$ cat src/rtl/voice_allocator.sv
`default_nettype none
// ============================================================================
// Module   : voice_allocator
// Purpose  : Polyphony controller. Assigns note-on/note-off events to a bank
//            of NUM_VOICES oscillator voices, stealing the oldest sounding
//            voice when every voice is busy. Drives per-voice frequency, gate
//            and phase-reset, and broadcasts the shared waveform/detune.
// Ports    : clk, reset (async, active low)
//            note_valid/note_ready    - event handshake
//            note_on/note_num/note_freq - event payload (latched on accept)
//            cfg_we/cfg_ctrl/cfg_detune - shared oscillator configuration
//            voice_freq/voice_gate/voice_reset - per-voice outputs
//            voice_ctrl/voice_detune  - registered shared configuration
//            steal_pulse              - one-cycle pulse on a voice steal
//            active_count             - number of gated voices
// Revision : 1.0 - initial release
// ============================================================================
module voice_allocator #(
  parameter int NUM_VOICES = 4,
  parameter int AGE_W      = 8
) (
  input  logic                       clk,
  input  logic                       reset,
  input  logic                       note_valid,
  output logic                       note_ready,
  input  logic                       note_on,
  input  logic [6:0]                 note_num,
  input  logic [19:0]                note_freq,
  input  logic                       cfg_we,
  input  logic [1:0]                 cfg_ctrl,
  input  logic [3:0]                 cfg_detune,
  output logic [20*NUM_VOICES-1:0]   voice_freq,
  output logic [NUM_VOICES-1:0]      voice_gate,
  output logic [NUM_VOICES-1:0]      voice_reset,
  output logic [1:0]                 voice_ctrl,
  output logic [3:0]                 voice_detune,
  output logic                       steal_pulse,
  output logic [4:0]                 active_count
);

  localparam int                IDX_W      = (NUM_VOICES > 1) ? $clog2(NUM_VOICES) : 1;
  localparam logic [IDX_W-1:0]  c_LAST_IDX = IDX_W'(NUM_VOICES - 1);
  localparam logic [AGE_W-1:0]  c_AGE_MAX  = '1;

  typedef enum logic [1:0] {
    ST_IDLE   = 2'd0,
    ST_SCAN   = 2'd1,
    ST_COMMIT = 2'd2
  } state_t;

  state_t                     r_state;
  state_t                     w_state_next;
  logic                       w_accept;
  logic                       r_ready;
  logic [IDX_W-1:0]           r_idx;

  // Latched event payload
  logic                       r_lat_on;
  logic [6:0]                 r_lat_num;
  logic [19:0]                r_lat_freq;

  // Per-voice state
  logic [6:0]                 r_note [NUM_VOICES];
  logic [AGE_W-1:0]           r_age  [NUM_VOICES];
  logic [20*NUM_VOICES-1:0]   r_freq;
  logic [NUM_VOICES-1:0]      r_gate;
  logic [NUM_VOICES-1:0]      r_voice_reset;
  logic                       r_steal;
  logic [1:0]                 r_ctrl;
  logic [3:0]                 r_detune;
  logic [4:0]                 r_active_count;

  // Scan results
  logic                       r_match_found;
  logic [IDX_W-1:0]           r_match_idx;
  logic                       r_free_found;
  logic [IDX_W-1:0]           r_free_idx;
  logic                       r_old_found;
  logic [IDX_W-1:0]           r_old_idx;
  logic [AGE_W-1:0]           r_old_age;

  logic [IDX_W-1:0]           w_target;
  logic                       w_steal;
  logic [NUM_VOICES-1:0]      w_gate_next;
  logic [4:0]                 w_gate_count;

  // --------------------------------------------------------------------------
  // FSM state register
  // --------------------------------------------------------------------------
  always_ff @(posedge clk or negedge reset) begin
    if (!reset) begin
      r_state <= ST_IDLE;
    end else begin
      r_state <= w_state_next;
    end
  end

  // --------------------------------------------------------------------------
  // FSM next-state logic
  // --------------------------------------------------------------------------
  always_comb begin
    w_state_next = r_state;
    w_accept     = 1'b0;
    case (r_state)
      ST_IDLE: begin
        if (note_valid && r_ready) begin
          w_accept     = 1'b1;
          w_state_next = ST_SCAN;
        end
      end
      ST_SCAN: begin
        if (r_idx == c_LAST_IDX) begin
          w_state_next = ST_COMMIT;
        end
      end
      ST_COMMIT: w_state_next = ST_IDLE;
      default:   w_state_next = ST_IDLE;
    endcase
  end

  // --------------------------------------------------------------------------
  // Commit target selection and next gate vector. A retrigger (match) wins
  // over a free voice, which wins over stealing the oldest.
  // --------------------------------------------------------------------------
  always_comb begin
    w_target = r_old_idx;
    if (r_match_found) begin
      w_target = r_match_idx;
    end else if (r_free_found) begin
      w_target = r_free_idx;
    end
    w_steal = !r_match_found && !r_free_found;

    w_gate_next = r_gate;
    if (r_state == ST_COMMIT) begin
      if (r_lat_on) begin
        w_gate_next[w_target] = 1'b1;
      end else if (r_match_found) begin
        w_gate_next[r_match_idx] = 1'b0;
      end
    end

    w_gate_count = '0;
    for (int i = 0; i < NUM_VOICES; i++) begin
      w_gate_count = w_gate_count + 5'(w_gate_next[i]);
    end
  end

  // --------------------------------------------------------------------------
  // Datapath
  // --------------------------------------------------------------------------
  always_ff @(posedge clk or negedge reset) begin
    if (!reset) begin
      r_ready        <= 1'b0;
      r_idx          <= '0;
      r_lat_on       <= 1'b0;
      r_lat_num      <= '0;
      r_lat_freq     <= '0;
      r_freq         <= '0;
      r_gate         <= '0;
      r_voice_reset  <= '0;
      r_steal        <= 1'b0;
      r_ctrl         <= '0;
      r_detune       <= '0;
      r_active_count <= '0;
      r_match_found  <= 1'b0;
      r_match_idx    <= '0;
      r_free_found   <= 1'b0;
      r_free_idx     <= '0;
      r_old_found    <= 1'b0;
      r_old_idx      <= '0;
      r_old_age      <= '0;
      for (int i = 0; i < NUM_VOICES; i++) begin
        r_note[i] <= '0;
        r_age[i]  <= '0;
      end
    end else begin
      // Ready mirrors "IDLE next cycle", which also holds it low for the
      // first edge after reset release.
      r_ready        <= (w_state_next == ST_IDLE);
      r_voice_reset  <= '0;
      r_steal        <= 1'b0;
      r_gate         <= w_gate_next;
      r_active_count <= w_gate_count;

      if (cfg_we) begin
        r_ctrl   <= cfg_ctrl;
        r_detune <= cfg_detune;
      end

      case (r_state)
        ST_IDLE: begin
          if (w_accept) begin
            r_lat_on      <= note_on;
            r_lat_num     <= note_num;
            r_lat_freq    <= note_freq;
            r_idx         <= '0;
            r_match_found <= 1'b0;
            r_free_found  <= 1'b0;
            r_old_found   <= 1'b0;
          end
        end

        ST_SCAN: begin
          if (!r_match_found && r_gate[r_idx] && (r_note[r_idx] == r_lat_num)) begin
            r_match_found <= 1'b1;
            r_match_idx   <= r_idx;
          end
          if (!r_free_found && !r_gate[r_idx]) begin
            r_free_found <= 1'b1;
            r_free_idx   <= r_idx;
          end
          // Strictly greater keeps the lowest index on an age tie.
          if (r_gate[r_idx] && (!r_old_found || (r_age[r_idx] > r_old_age))) begin
            r_old_found <= 1'b1;
            r_old_idx   <= r_idx;
            r_old_age   <= r_age[r_idx];
          end
          if (r_idx != c_LAST_IDX) begin
            r_idx <= r_idx + IDX_W'(1);
          end
        end

        ST_COMMIT: begin
          if (r_lat_on) begin
            for (int i = 0; i < NUM_VOICES; i++) begin
              if (w_target == IDX_W'(i)) begin
                r_freq[20*i +: 20] <= r_lat_freq;
                r_note[i]          <= r_lat_num;
                r_age[i]           <= '0;
              end else if (r_gate[i] && (r_age[i] != c_AGE_MAX)) begin
                r_age[i] <= r_age[i] + AGE_W'(1);
              end
            end
            r_voice_reset <= NUM_VOICES'(1) << w_target;
            r_steal       <= w_steal;
          end
        end

        default: ;
      endcase
    end
  end

  assign note_ready   = r_ready;
  assign voice_freq   = r_freq;
  assign voice_gate   = r_gate;
  assign voice_reset  = r_voice_reset;
  assign voice_ctrl   = r_ctrl;
  assign voice_detune = r_detune;
  assign steal_pulse  = r_steal;
  assign active_count = r_active_count;

endmodule
`default_nettype wire

$ cat config.mk
export PLATFORM = sky130hd
export DESIGN_NAME = voice_allocator
export DESIGN_NICKNAME = d
export VERILOG_FILES = /design/src/rtl/voice_allocator.sv
export SDC_FILE = /design/constraint.sdc
export NUM_CORES = 1
export LEC_CHECK = 0
export CAP_MARGIN = 20
export CORE_ASPECT_RATIO = 1.1
export CORE_MARGIN = 8
export CORE_UTILIZATION = 45
export CTS_CLUSTER_DIAMETER = 50
export DETAILED_ROUTE_END_ITERATION = 6
export PLACE_DENSITY = 0.64
export SETUP_SLACK_MARGIN = 0.5
export SLEW_MARGIN = 20
export SYNTH_ARGS = -nofsm -noshare
export SYNTH_HDL_FRONTEND = slang
export SYNTH_SLANG_ARGS = --single-unit
$ cat constraint.sdc
create_clock -name clk -period 7.7 [get_ports clk]
set_clock_uncertainty 0.05 [all_clocks]
set_input_delay 1.54 -clock clk [delete_from_list [all_inputs] [get_ports clk]]
set_output_delay 1.54 -clock clk [all_outputs]
set_load 0.02 [all_outputs]
==> impl_metrics.json, run 1 <==
{
  "final_nets": 941,
  "core_um2": 19900,
  "die-area_um2": 25200,
  "first_iter_violations": 256,
  "async_reset_ff_frac": 1.00,
  "grt_pass1_wl_um": 37300,
  "cp_max_fo": 11,
  "yosys_warnings": 0,
  "run_status": "finished clean",
  "min_path_type": "reg2reg",
  "cts_tree": "built",
  "grt_pass1_vias": 6827,
  "cap_violations": 0,
  "clockBufferDepth": 3,
  "p_int_uw": 2680,
  "p_switching_uw": 1370,
  "p_seq_frac": 0.412,
  "detail_route.first_pass.iterations": 4,
  "post-route-period-util": 0.436,
  "place_inst": 1112,
  "worst-setup-path-type": "reg2reg",
  "final-setup-viol-count": 0,
  "cp.arrival_ns": 3.69,
  "syn_area_um2": 9170,
  "via_per_inst": 5.39,
  "finalSetupTns_ns": 0,
  "min_to": "r_note[7]",
  "tightestPinTransition_ns": 0.991,
  "grt_overflow": 0,
  "dpl_cell_area_um2": 10700,
  "vias": 6232,
  "die_width_um": 152,
  "ys_types": 60,
  "insertion_delay_ns": 0.52,
  "synth_top_area_frac": 0.568,
  "start_kind": "flip-flop",
  "clockPowerShare": 0.290,
  "pwr-share-comb": 0.298,
  "whs_path_depth": 2,
  "cts.sinks": 208,
  "min_period_ns": 3.36,
  "yosysSeqAreaShare": 0.568,
  "stdcell_count": 1157,
  "ys_top_cells_by_area": "dfrtp_1, mux2_2, nand2_1, mux2_1, mux4_2",
  "wl_um": 22800,
  "design_area_um2": 11500,
  "drive_gt1_frac": 0.160,
  "cp_cell_sequence": "mux4_2 > ha_1 > a21o_1 > a21oi_1 > nor2b_1 > o41ai_4 > mux2_2",
  "cp_slowest_stage_delay_ns": 0.72,
  "routedWlPerCell_um": 19.7,
  "worstPathRequired_ns": 8.04,
  "r2r_end": "r_old_age[0]",
  "area_growth_pct": 25.6,
  "cellLeakagePower_uw": 0.00544,
  "slew_violations": 0,
  "ff2ff_path_depth": 7,
  "switching_share": 0.339,
  "synth_enable_flop_cells": 0,
  "rsz0062_at_grt": "no",
  "r2r-start": "r_idx[0]",
  "cts_resized": 0,
  "dp_hpwl_um": 15400,
  "clkTransAtPathRegs_ns": 0.06,
  "synth_common_cells": "dfrtp_1, nand2_1, mux2_2, mux2_1, nor2_1",
  "powerDensity_nw_per_um2": 351,
  "portBuffers": 136,
  "slew_headroom": 0.339,
  "ant_nets": 0,
  "synthMostInstantiatedCell": "dfrtp_1",
  "hold_start": "r_note[7]",
  "ir_worst_vdd_mv": 0.182,
  "insertedDiodeCount": 0,
  "rrSetupSlack_ns": 4.34,
  "synthFlopType": "dfrtp_1",
  "grt_max_degree": 132,
  "max_freq_mhz": 298,
  "antenna_found_initial": 1,
  "syn_area_per_cell_um2": 12.2,
  "ios": 139,
  "ys_ff_latch": 208,
  "remaining_drc_errors": 0,
  "die_h_um": 166,
  "groute.usage.overall": 0.181,
  "post_cts_buffers": 0,
  "initial_utilization": 0.460,
  "syn_inst": 751,
  "utilization": 0.578,
  "nFillCells": 1591,
  "root_buffer": "clkbuf_16",
  "fp-row-count": 54,
  "hold_violations": 0,
  "numCtsBuffers": 25,
  "htreeDepth": 1,
  "place.gp.congestion": 0.860,
  "cp_slowest_cell": "o41ai_4",
  "synth_top_area_cell": "dfrtp_1",
  "hold_buffers": 0,
  "end_kind": "flip-flop"
}
-- kinds of logic after synthesis --
family	Yosys count	share of synthesized area
compound gates	66	0.0521
xor+xnor	20	0.0191
fa+ha+maj	16	0.0226
buf+inv	55	0.0349
flops	208	0.568
mux	135	0.183
other cells	1	0.000409
simple gates	250	0.121
-- cells in the final DEF, fill, tap and decap left out, drive strengths merged, types with 8 or more instances in the layout --
cell type / count
mux2i: 8
dfrtp: 208
mux2: 114
or4: 9
clkdlybuf4s50: 135
a21oi: 14
o21ai: 11
clkbuf: 33
xor2: 9
buf: 10
ha: 15
mux4: 13
inv: 23
nand3: 13
nand2: 166
nor2: 25
nand4: 9
xnor2: 11
o31ai: 11
-- metal layers --
metal  GRT usage  part of all wire  vias up
met5           0           0.00053        -
met3      0.0773             0.097       34
met2       0.293              0.46      184
li1            -                 -     2883
met4      0.0439             0.019        2
met1       0.220              0.42     3129
-- worst max-delay path by stage --
stage / start / endpoint / slack (ns) / depth (start not counted)
global route: r_free_found / r_note[21] / 4.10 / 5
CTS: r_idx[0] / r_old_age[5] / 4.33 / 7
floorplan: r_idx[0] / r_old_age[0] / 4.66 / 10
finish: r_idx[0] / r_old_age[0] / 4.34 / 7
global placement: reset / r_lat_freq[13] / 4.32 / 2
detailed placement: reset / voice_freq[35] / 4.23 / 2
-- power by group through the flow --
| stage | registers (µW) | logic [µW] | clock network, µW |
|---|---|---|---|
| 5_1_grt | 1710 | 1320 | 1240 |
| 3_5_place_dp | 1680 | 1210 | 0 |
| 4_1_cts | 1670 | 1220 | 1200 |
| 6_report | 1670 | 1210 | 1170 |
| 2_1_floorplan | 1740 | 650 | 0 |
| 3_3_place_gp | 1670 | 1190 | 0 |
-- stage by stage --
step / setup slack [ns] / hold WS (ns) / power, µW
floorplan: 4.66 / 0.388 / 2390
global placement: 4.32 / 0.402 / 2860
detailed placement: 4.23 / 0.410 / 2890
CTS: 4.33 / 0.425 / 4090
global route: 4.10 / 0.443 / 4270
finish: 4.34 / 0.422 / 4050
-- registers in the layout, indices dropped and copies added, names as in the netlist, 2 cells and up --
signal	flops
voice_ctrl	2
r_match_idx	2
r_lat_freq	20
r_free_idx	2
r_note	28
r_old_age	8
voice_freq	80
voice_gate	4
r_idx	2
voice_detune	4
active_count	3
r_old_idx	2
voice_reset	4
r_lat_num	7
r_age	32
r_state	2
-- worst max-delay path, delay by kind of cell (launching register included) --
family | cells | cell delay [ns]
compound gates | 3 | 1.05
mux | 2 | 1.02
simple gates | 1 | 0.08
flops | 1 | 0.70
fa+ha+maj | 1 | 0.32
-- layout make-up --
| type | instances | area (µm²) | area share |
|---|---|---|---|
| inverter | 18 | 67.6 | 0.00587 |
| clock inverter | 12 | 116 | 0.0101 |
| multi-input combinational | 489 | 3650 | 0.317 |
| tap | 252 | 315 | 0.0274 |
| sequential | 208 | 5200 | 0.452 |
| clock buffer | 33 | 726 | 0.0630 |
| timing repair buffer | 145 | 1430 | 0.124 |
No activity file was read; power rests on OpenSTA's default activity.
==> inputs of run 2 (changes only) <==
--- a/config.mk
+++ b/config.mk
@@ -11,7 +11,7 @@
 export CORE_UTILIZATION = 45
 export CTS_CLUSTER_DIAMETER = 50
 export DETAILED_ROUTE_END_ITERATION = 6
-export PLACE_DENSITY = 0.64
+export PLACE_DENSITY = 0.67
 export SETUP_SLACK_MARGIN = 0.5
 export SLEW_MARGIN = 20
 export SYNTH_ARGS = -nofsm -noshare
==> constraint.sdc (replaced) <==
create_clock -name clk -period 3.04 [get_ports clk]
set_clock_uncertainty 0.05 [all_clocks]
set_input_delay 0.608 -clock clk [delete_from_list [all_inputs] [get_ports clk]]
set_output_delay 0.608 -clock clk [all_outputs]
set_load 0.02 [all_outputs]
==> impl_metrics.json, run 2 (same netlist as run 1, synthesis figures left out) <==
{
  "root_buffer": "clkbuf_16",
  "nFillCells": 1630,
  "detail_route.first_pass.iterations": 4,
  "grt_overflow": 0,
  "portBuffers": 136,
  "slew_violations": 0,
  "stdcell_count": 1175,
  "slew_headroom": 0.569,
  "cp_max_fo": 8,
  "grt_pass1_wl_um": 36000,
  "min_path_type": "in2async",
  "insertedDiodeCount": 0,
  "vias": 6278,
  "numCtsBuffers": 26,
  "rrSetupSlack_ns": 0.29,
  "fin_hold_ws_ns": 0.0760,
  "cellLeakagePower_uw": 0.00555,
  "cts_tree": "built",
  "grt_pass1_vias": 6480,
  "largest_reg_flops": 80,
  "end_kind": "flip-flop",
  "dp_hpwl_um": 15000,
  "regArea_um2": 5210,
  "routedWlPerCell_um": 19.2,
  "grt_max_degree": 79,
  "groute.usage.overall": 0.175,
  "post-route-period-util": 0.905,
  "drive_gt1_frac": 0.184,
  "cts.sinks": 208,
  "rsz0062_at_grt": "yes",
  "die_width_um": 152,
  "ant_nets": 0,
  "area_growth_pct": 28.3,
  "core_um2": 19900,
  "hold_violations": 0,
  "tightestPinTransition_ns": 0.645,
  "remaining_drc_errors": 0,
  "worstPathRequired_ns": 3.38,
  "die-area_um2": 25200,
  "worst-setup-path-type": "reg2reg",
  "cp.arrival_ns": 3.09,
  "r2r-start": "r_idx[0]",
  "max_freq_mhz": 363,
  "power_uw": 10400,
  "final_common_cell": "dfrtp_1",
  "ios": 139,
  "fp-row-count": 54,
  "min_period_ns": 2.75,
  "antenna_found_initial": 0,
  "die_h_um": 166,
  "finalSetupTns_ns": 0,
  "htreeDepth": 1,
  "ff2ff_path_depth": 8,
  "place_inst": 1124,
  "first_iter_violations": 376,
  "final-setup-viol-count": 0,
  "insertion_delay_ns": 0.52,
  "clkTransAtPathRegs_ns": 0.06,
  "via_per_inst": 5.34,
  "powerDensity_nw_per_um2": 888,
  "multi_input_area_um2": 3730,
  "place.gp.congestion": 0.829,
  "initial_utilization": 0.460,
  "run_status": "finished clean",
  "clockBufferDepth": 3,
  "ir_worst_vdd_mv": 0.639,
  "wl_um": 22600,
  "cap_violations": 0,
  "start_kind": "flip-flop",
  "mostFrequentLayoutCells": "dfrtp_1, nand2_1, clkdlybuf4s50_1",
  "final_nets": 960,
  "r2r_end": "r_old_age[4]"
}
==> run 2: cell count changes in the layout (fill, tap and decap cells not counted), sizes merged <==
cell	before	now
buf	10	27
clkbuf	33	40
inv	23	18
bufinv	1	2
clkinv	5	4
clkinvlp	1	0
==> run 2: worst max path at each step <==
stage	start	endpoint	slack, ns	depth (start not counted)
after floorplan	r_idx[0]	r_old_age[0]	0.04	10
after global placement	r_idx[0]	r_old_age[0]	0.19	10
after detailed placement	r_idx[0]	r_old_age[4]	0.12	10
after CTS	r_idx[0]	r_old_age[4]	0.32	8
after global routing	r_idx[0]	r_old_age[2]	0.16	8
final	r_idx[0]	r_old_age[4]	0.29	8
==> run 2: area by class of cell <==
type | instances | area share
Clock buffer | 39 | 0.0629
Sequential cell | 208 | 0.443
Multi-Input combinational cell | 489 | 0.317
Tap cell | 252 | 0.0268
Timing Repair Buffer | 163 | 0.137
Inverter | 18 | 0.00595
Clock inverter | 6 | 0.00776
==> run 2: routing by layer <==
metal	part of all wire	vias to the layer above	GRT usage	wire length [µm]
met2	0.46	161	0.281	10400
met1	0.43	3169	0.215	9630
met3	0.092	32	0.0729	2080
li1	-	2916	-	-
met5	0	-	0	0
met4	0.021	0	0.0461	478
==> run 2: worst max-delay path, stage by stage, from the launching register on <==
cell,delay [ns]
dfrtp_2,0.49
mux4_2,0.58
ha_4,0.26
a21o_1,0.16
a21oi_2,0.12
nor2b_2,0.07
o41ai_4,0.39
buf_6,0.19
mux2_4,0.30
==> run 2: repair_timing <==
item                       in CTS  in global routing
hold buffers                    0                  0
gates cloned                    0                  1
pin swaps                       0                  4
resized for setup               6                 25
setup endpoints to repair      35                 32
buffers inserted                1                  4
==> run 2: where the power goes <==
group	switching [µW]	total, µW	internal [µW]
clock network	1150	3000	1840
registers	678	4190	3510
logic	1630	3260	1630
==> run 2: through the flow <==
step / cell area, µm² / worst slack, ns / utilization
after floorplan: 9210 / 0.0427 / -
after global placement: 10800 / 0.187 / 0.542
after detailed placement: 10800 / 0.124 / 0.542
after CTS: 11700 / 0.325 / 0.585
after global routing: 11800 / 0.164 / 0.590
final: 11800 / 0.288 / 0.590
==> inputs of run 3 (changes only) <==
--- a/config.mk
+++ b/config.mk
@@ -12,7 +12,6 @@
 export CTS_CLUSTER_DIAMETER = 50
 export DETAILED_ROUTE_END_ITERATION = 6
 export PLACE_DENSITY = 0.67
-export SETUP_SLACK_MARGIN = 0.5
 export SLEW_MARGIN = 20
 export SYNTH_ARGS = -nofsm -noshare
 export SYNTH_HDL_FRONTEND = slang
==> impl_metrics.json, run 3 (same netlist as run 1, synthesis figures left out) <==
{
  "run_status": "finished clean",
  "slew_violations": 0,
  "tightestPinTransition_ns": 0.647,
  "rrSetupSlack_ns": 0.25,
  "r2r_end": "r_old_age[3]",
  "ff2ff_path_depth": 9,
  "core_um2": 19900,
  "clkTransAtPathRegs_ns": 0.06,
  "start_kind": "flip-flop",
  "crit_top_cell": "buf_4",
  "final_common_cell": "dfrtp_1",
  "worst_slack_ns": 0.245,
  "remaining_drc_errors": 0,
  "hold_buffers": 0,
  "stdcell_count": 1170,
  "grt_max_degree": 79,
  "fp-row-count": 54,
  "powerDensity_nw_per_um2": 895,
  "die_width_um": 152,
  "largest_reg_flops": 80,
  "slew_headroom": 0.569,
  "worst-setup-path-type": "reg2reg",
  "drive_gt1_frac": 0.171,
  "dp_hpwl_um": 14800,
  "vias": 6224,
  "final-setup-viol-count": 0,
  "crit_family": "multiplexers",
  "worstPathRequired_ns": 3.38,
  "hold_violations": 0,
  "cp_slowest_stage_delay_ns": 0.51,
  "place_inst": 1122,
  "die-area_um2": 25200,
  "cap_violations": 0,
  "via_per_inst": 5.32,
  "r2r-start": "r_idx[0]",
  "ir_worst_vdd_mv": 0.659,
  "insertedDiodeCount": 0,
  "wl_um": 22200,
  "numCtsBuffers": 27,
  "initial_utilization": 0.460,
  "insertion_delay_ns": 0.51,
  "grt_overflow": 0,
  "portBuffers": 136,
  "cp_max_fo": 7,
  "final_nets": 953,
  "clockBufferDepth": 3,
  "post_cts_buffers": 0,
  "dp_slack_ns": 0.226,
  "grt_pass1_vias": 6561,
  "worst-path-buf-inv": 2,
  "root_buffer": "clkbuf_16",
  "place.gp.congestion": 0.831,
  "mostFrequentLayoutCells": "dfrtp_1, nand2_1, clkdlybuf4s50_1",
  "finalSetupTns_ns": 0,
  "post-route-period-util": 0.919,
  "area_growth_pct": 27.7,
  "min_path_type": "in2async",
  "cellLeakagePower_uw": 0.00553,
  "htreeDepth": 1,
  "rsz0062_at_grt": "no",
  "die_h_um": 166,
  "min_period_ns": 2.79,
  "antenna_found_initial": 0,
  "max_freq_mhz": 358,
  "first_iter_violations": 378,
  "cts_resized": 0,
  "groute.usage.overall": 0.178,
  "utilization": 0.588,
  "nFillCells": 1632,
  "cp_cell_sequence": "buf_4 > mux4_2 > ha_1 > a21o_1 > a21oi_1 > nor2b_1 > o41ai_4 > buf_4 > mux2_2",
  "grt_pass1_wl_um": 36700,
  "cp.arrival_ns": 3.14,
  "end_kind": "flip-flop",
  "cp_slowest_cell": "dfrtp_1",
  "ant_nets": 0,
  "routedWlPerCell_um": 18.9,
  "ios": 139,
  "detail_route.first_pass.iterations": 4,
  "cts_tree": "built",
  "cts.sinks": 208
}
run 3: cell types whose count changed in the layout (fill, tap and decap cells not counted), sizes merged:
cell and delta:
buf -8, clkbuf -6, clkinvlp +3, inv +6
run 3: through the flow:
step                hold WS (ns)  total power, µW  cell area, µm²
floorplan                  0.262             6060            9180
global placement           0.403             7300           10800
detailed placement         0.411             7360           10800
CTS                        0.102            10600           11700
global route               0.129            11100           11700
finish                    0.0861            10500           11700
run 3: worst max path at each step:
stage,cells past startpoint,slack [ns],endpoint,from
floorplan,10,0.0007,r_old_age[0],r_idx[0]
global placement,9,0.26,r_old_age[0],r_idx[0]
detailed placement,9,0.23,r_old_age[6],r_idx[0]
CTS,9,0.22,r_old_age[6],r_idx[0]
global route,9,0.04,r_old_age[7],r_idx[0]
finish,9,0.25,r_old_age[3],r_idx[0]
run 3: worst reg2reg max path, stage by stage, from the launching register on:
cell,delay [ns]
dfrtp_1,0.51
buf_4,0.20
mux4_2,0.51
ha_1,0.19
a21o_1,0.15
a21oi_1,0.15
nor2b_1,0.09
o41ai_4,0.30
buf_4,0.20
mux2_2,0.33
run 3: area by class of cell:
class                           count  area [µm²]  share of cell area
Clock buffer                       33         738              0.0630
Clock inverter                     15         174              0.0148
Inverter                           18        67.6             0.00577
Multi-Input combinational cell    489        3650               0.312
Sequential cell                   208        5200               0.444
Tap cell                          252         315              0.0269
Timing Repair Buffer              155        1560               0.133
run 3: routing by layer:
layer / vias up / wire length [µm] / share of wire / global-route usage
met5: - / 0 / 0 / 0
met3: 25 / 1820 / 0.082 / 0.0612
met2: 159 / 10600 / 0.48 / 0.288
li1: 2899 / - / - / -
met1: 3141 / 9420 / 0.43 / 0.222
met4: 0 / 325 / 0.015 / 0.0492
run 3: where the power goes:
| part | internal [µW] | total (µW) | switching (µW) |
|---|---|---|---|
| Sequential | 3510 | 4170 | 662 |
| Clock | 1930 | 3180 | 1250 |
| Combinational | 1530 | 3130 | 1600 |
